<file path="src/rtl/async_fifo_sync_read_control.sv">
// Read-side controller for the asynchronous FIFO: write-pointer synchroniser, read pointers, level/flags.
// Optional sticky underflow flag enabled by defining ASYNC_FIFO_RD_UNDERFLOW_EN.
module async_fifo_sync_read_control #(
   parameter int ADDR_BITS     = 3,
   parameter int SYNC_STAGES   = 2,
   parameter int AEMPTY_THRESH = 1
) (
   input  logic                 clk,
   input  logic                 reset,
   input  logic                 fifo_pop,
   input  logic [ADDR_BITS:0]   write_gcode_ptr,
   output logic [ADDR_BITS-1:0] read_memory_addr,
   output logic                 read_mem_en,
   output logic [ADDR_BITS:0]   read_gcode_ptr,
   output logic                 fifo_empty,
   output logic                 fifo_almost_empty,
   output logic [ADDR_BITS:0]   fifo_level,
   output logic                 fifo_underflow
);

   localparam int PW = ADDR_BITS + 1;

   logic [PW-1:0] sync_reg [SYNC_STAGES];
   logic [PW-1:0] wgray_s_next;
   logic [PW-1:0] wbin_s_next;
   logic [PW-1:0] rd_bin_reg;
   logic [PW-1:0] rd_bin_next;
   logic [PW-1:0] lvl_next;
   logic          accept;

   // Plain flop chain, no logic between stages.
   generate
      for (genvar gi = 0; gi < SYNC_STAGES; gi++) begin : g_sync
         if (gi == 0) begin : g_first
            always_ff @(posedge clk or posedge reset) begin
               if (reset) sync_reg[gi] <= '0;
               else       sync_reg[gi] <= write_gcode_ptr;
            end
         end else begin : g_next
            always_ff @(posedge clk or posedge reset) begin
               if (reset) sync_reg[gi] <= '0;
               else       sync_reg[gi] <= sync_reg[gi-1];
            end
         end
      end
   endgenerate

   // Flags are computed from the last stage's D input so they land on the same edge as that stage.
   assign wgray_s_next = sync_reg[SYNC_STAGES-2];

   generate
      for (genvar gi = 0; gi < PW; gi++) begin : g_g2b
         assign wbin_s_next[gi] = ^wgray_s_next[PW-1:gi];
      end
   endgenerate

   assign accept      = fifo_pop && !fifo_empty;
   assign read_mem_en = accept;
   assign rd_bin_next = rd_bin_reg + {{(PW-1){1'b0}}, accept};
   assign lvl_next    = wbin_s_next - rd_bin_next;

   assign read_memory_addr = rd_bin_reg[ADDR_BITS-1:0];

   always_ff @(posedge clk or posedge reset) begin
      if (reset) begin
         rd_bin_reg        <= '0;
         read_gcode_ptr    <= '0;
         fifo_level        <= '0;
         fifo_empty        <= 1'b1;
         fifo_almost_empty <= 1'b1;
      end else begin
         rd_bin_reg        <= rd_bin_next;
         read_gcode_ptr    <= rd_bin_next ^ (rd_bin_next >> 1);
         fifo_level        <= lvl_next;
         fifo_empty        <= (lvl_next == '0);
         fifo_almost_empty <= (lvl_next <= PW'(AEMPTY_THRESH));
      end
   end

`ifdef ASYNC_FIFO_RD_UNDERFLOW_EN
   logic underflow_reg;

   always_ff @(posedge clk or posedge reset) begin
      if (reset)                        underflow_reg <= 1'b0;
      else if (fifo_pop && fifo_empty)  underflow_reg <= 1'b1;
   end

   assign fifo_underflow = underflow_reg;
`else
   assign fifo_underflow = 1'b0;
`endif

endmodule

</file>
<file path="config.mk">
export PLATFORM = sky130hd
export DESIGN_NAME = async_fifo_sync_read_control
export DESIGN_NICKNAME = d
export VERILOG_FILES = /design/src/rtl/async_fifo_sync_read_control.sv
export SDC_FILE = /design/constraint.sdc
export NUM_CORES = 1
export LEC_CHECK = 0
export ABC_AREA = 1
export CAP_MARGIN = 25
export CORE_MARGIN = 2
export CORE_UTILIZATION = 50
export DETAILED_ROUTE_END_ITERATION = 7
export PLACE_DENSITY = 0.81
export SYNTH_ARGS = -nofsm -noshare
export SYNTH_HDL_FRONTEND = slang
export SYNTH_SLANG_ARGS = --single-unit
</file>
<file path="constraint.sdc">
create_clock -name clk -period 3.7 [get_ports clk]
set_input_delay 0.74 -clock clk [delete_from_list [all_inputs] [get_ports clk]]
set_output_delay 0.74 -clock clk [all_outputs]
set_load 0.03 [all_outputs]
</file>
---- After elaboration in Yosys (flattened, before gate mapping) ----
Cells that the tools add are included.
storage, ports and cells
  bits in registers ....................... 18
  word-level logic and storage cells ...... 16
  input bits .............................. 7
  output and inout port bits .............. 15
cells by class
  add/sub/neg operators ................... 2
  reduce and logical (&&, ||, !) cells .... 6
  $lt $le $gt $ge ......................... 1
  bitwise operators ....................... 1
operator list
  cell                  number
  $add A4 B1 Y4         1
  $le A4 B1 Y1 const B  1
  $logic_not A4 Y1      1
  $reduce_xor A4 Y1     1
  $sub A4 B4 Y4         1
  $xor A4 B3 Y4         1
  $reduce_xor A3 Y1     1
  $reduce_xor A2 Y1     1
  $logic_and A1 B1 Y1   1
  $logic_not A1 Y1      1

---- Logic depth before layout (Yosys ltp) ----
  depth after elaboration ................. 5
  gate-level depth with buffers ........... 15
  depth with buffers taken out ............ 15

---- Worst setup path before layout ----
No wires, ideal clock.
  path kind ............................... input to register
  start ................................... input fifo_pop
  end ..................................... register fifo_empty
  buffers on the path ..................... 0
  path slack .............................. 896 ps
  stages on the path ...................... 11
  setup time .............................. 67 ps
  required time ........................... 3,633 ps
  data arrival time ....................... 2,737 ps
  path through ............................ inv_1 nor2_1 ha_1 ha_1 inv_1 nand2_4 nand2_1 inv_1 ha_1 or2_2 nor2_1
between the ends
  word-level cells in the longest chain between the ends .. 4
ends and longest elaborated chain
  element                 line  RTL
  start: declaration      10    input logic fifo_pop,
  $logic_and A1 B1 Y1     57    assign accept = fifo_pop && !fifo_empty;
  via read_mem_en         13    output logic read_mem_en,
  $add A4 B1 Y4           59    assign rd_bin_next = rd_bin_reg + {{(PW-1){1'b0}}, accept};
  via rd_bin_next[1]      27    logic [PW-1:0] rd_bin_next;
  $sub A4 B4 Y4           60    assign lvl_next = wbin_s_next - rd_bin_next;
  via lvl_next[1]         28    logic [PW-1:0] lvl_next;
  $logic_not A4 Y1        75    fifo_empty <= (lvl_next == '0);
  end signal: assignment  75
  end: declaration        15    output logic fifo_empty,
The timed path passes the listed nets, and every way through them passes these cells.

---- Worst setup path in the final report ----
  start ................................... input fifo_pop
  end ..................................... output read_mem_en
between the ends
  word-level cells in the longest chain between the ends .. 1
ends and longest elaborated chain
  element              line
  $logic_and A1 B1 Y1  57
  end: declaration     13
Every way passes these cells.

==> results.py <==
metrics = {
    "cells_and_area": {
        "nNetsFinal": 119,
        "syn_to_final_growth_pct": 27.7,
        "drive_gt1_share_pct": 25.2,
        "multiInputGateArea_um2": 372,
        "n_antenna_cell": 0,
        "post-route-util_pct": 66.3,
        "instances_no_fill": 124,
        "final-seq-area_um2": 428,
        "fillers": 131,
    },
    "clocking": {
        "cts_tree": "built",
        "post_cts_buffers": 0,
        "clkSinkCount": 17,
        "htree_levels": 1,
        "cts.clk_slew.worst_paths_ns": 0.09,
        "clk_latency_ns": 0.28,
        "cts.path.max_buffers": 2,
        "cts_buffers": 3,
        "holdBufCountCts": 0,
        "cts_resized": 0,
        "root_buffer": "clkbuf_4",
    },
    "sta": {
        "final.min_clock_period_ns": 2.78,
        "finalSetupViolations": 0,
        "slew_violations": 0,
        "skew_ns": 0.00682,
        "worst_slew_pin_slew_ns": 0.609,
        "hold_viol_final": 0,
        "fmax_ghz": 0.360,
        "max_slew_margin_pct": 59.3,
        "fin_tns_setup_ns": 0,
        "period_share_pct": 75.1,
        "rsz0062_at_grt": "no",
        "hold_slack_ns": 0.604,
    },
    "setup_path": {
        "critPathLaunchType": "input pin",
        "cp.arrival_ns": 2.04,
        "path_buf_inv": 3,
        "cpLargestDelayFamily": "buffers and inverters",
        "critPathKind": "in -> out",
        "cp_slowest_cell": "clkdlybuf4s50_1",
        "required_ns": 2.96,
        "critPathMaxStageDelay_ns": 0.69,
        "critPathCaptureType": "primary output",
        "cp.depth": 4,
        "cp_common_cell": "clkdlybuf4s50_1",
        "rr_worst_depth": 10,
        "crit_fanout": 2,
        "worstPathCellList": "clkdlybuf4s50_1 -> inv_1 -> nor2_1 -> clkdlybuf4s50_1",
    },
    "route": {
        "routed-via-count": 594,
        "drc": 0,
        "vias_per_cell": 4.79,
        "wl_met2_um": 642,
        "dr.max_layer_used": "met4",
        "drt_pre_antenna_iters": 4,
        "wirelength_um": 1280,
        "first_iter_violations": 8,
        "met3_length_um": 51,
        "wl_per_cell_um": 10.4,
        "antenna_violating_nets_post_route": 0,
        "wl_met1_um": 556,
    },
    "placement": {
        "placed_cells": 120,
        "place_congestion": 0.791,
        "io_buffers": 20,
        "dpl.hpwl_um": 1020,
    },
    "synth": {
        "yosys-top-cells-count": "nand2_1 (17), dfrtp_1 (15), inv_1 (13)",
        "ys_warn_count": 0,
        "synth_compound_area_share_pct": 0,
        "synth_nets": 95,
        "netlist_area_um2": 867,
        "ys_seq_area_share_pct": 49.4,
        "synth_top_area_share_pct": 43.3,
        "synth-xor-area-share_pct": 9.09,
        "synth_edf_count": 0,
        "synthMuxAreaShare_pct": 0,
        "synth_top_family_by_area": "simple AND/OR/NAND/NOR gates",
        "synth_ff_type": "dfrtp_1",
        "synthAdderAreaFrac_pct": 5.77,
        "synthCells": 84,
        "synth.most_common_cell": "nand2_1",
        "yosysTopAreaCell": "dfrtp_1",
        "synthSimpleGateAreaFrac_pct": 27.6,
        "synth-async-reset-ratio_pct": 100,
        "synth_cell_types": 19,
        "avgSynthCellArea_um2": 10.3,
        "synth-seq-cells": 17,
        "yosys-top-cells-area": "dfrtp_1 (43%), nand2_1 (7.4%), nand3_2 (6.9%)",
    },
    "die": {
        "ios": 22,
        "initial_core_util_pct": 51.9,
        "num_rows": 15,
        "die_w_um": 45.6,
        "die_h_um": 45.6,
        "core_um2": 1670,
        "die-area_um2": 2080,
    },
    "power_and_ir_drop": {
        "p_clk_share_pct": 9.1,
        "switching_share_pct": 45.6,
        "seq_power_share_pct": 28.5,
        "p_int_w": 0.000575,
        "powerDensity_nw_per_um2": 953,
        "comb_power_share_pct": 62.4,
        "p_leak_nw": 0.563,
        "vdd_drop_max_v": 0.000546,
        "switchingPower_w": 0.000481,
    },
    "global_routing": {
        "grt_start_max_net_pins": 18,
        "track_usage_pct": 15.5,
        "overflow": 0,
        "grt_antenna_before_repair": 0,
        "grt_pass1_wl_um": 2240,
        "grt_pass1_vias": 540,
    },
    "outcome": {
        "status": "completed",
    },
    "worst_hold_path": {
        "hold_path_class": "reg -> reg",
        "hold_path_depth": 1,
    },
    "run": {
        "cap_viol_max_count": 0,
    },
}
per-stage QoR:
step                      power (W)  area [um^2]  setup WS [ns]
after floorplan            0.000773          867          0.896
after global placement     0.000951         1080          0.708
after detailed placement   0.000968         1080          0.669
after CTS                   0.00107         1110          0.912
after global routing        0.00114         1110          0.819
final                       0.00106         1110          0.920
cell usage in the layout (no fill, tap or decap), drive strengths merged:
| master | count |
|---|---|
| clkdlybuf4s50 | 20 |
| dfrtp | 15 |
| conb | 1 |
| inv | 16 |
| dfstp | 2 |
| or2 | 1 |
| xor2 | 4 |
| nand3 | 8 |
| clkbuf | 4 |
| xnor2 | 2 |
| nand2 | 26 |
| nor2 | 4 |
| ha | 4 |
cell type report:
class	count	share of cell area (%)
flip-flops and latches	17	38.6
multi-input cells	50	33.6
repair buffers	20	18.1
inverters	16	5.42
clock buffers	4	2.37
well taps	17	1.92
power groups by stage:
stage,combinational (W),clock (W),sequential [W]
floorplan,0.000332,0,0.000441
global placement,0.000648,0,0.000303
global route,0.000725,0.000108,0.000310
detailed placement,0.000662,0,0.000306
CTS,0.000665,0.0000986,0.000302
finish,0.000659,0.0000956,0.000301
worst reg2reg max path: cells and delay by family, from the launching register on:
kind	cells	cell delay, ns
flops	1	0.54
fa+ha+maj	3	0.88
buf+inv	2	0.18
simple gates	5	0.62
routing by layer:
metal	GRT usage, %	vias up
met1	19.3	274
met4	7.06	0
met2	26.2	21
met5	0	-
met3	2.38	6
li1	-	293
logic make-up after synthesis:
group	count (synthesis)
XOR/XNOR	6
flip-flops	17
buffers and inverters	17
AND/OR/NAND/NOR	39
adder cells (fa/ha/maj)	4
other	1
worst paths after layout:
| kind | startpoint | end | slack [ns] |
|---|---|---|---|
| max | fifo_pop | read_mem_en | 0.92 |
| min | rd_bin_reg[0] | rd_bin_reg[0] | 0.60 |
| max reg2reg | fifo_empty | fifo_empty | 1.41 |
| min reg2reg | rd_bin_reg[0] | rd_bin_reg[0] | 0.60 |
| max in group asynchronous | reset | wgray_s_next[0] | 2.48 |
| min in group asynchronous | reset | fifo_level[2] | 0.82 |
(Power assumes the default switching activity.)
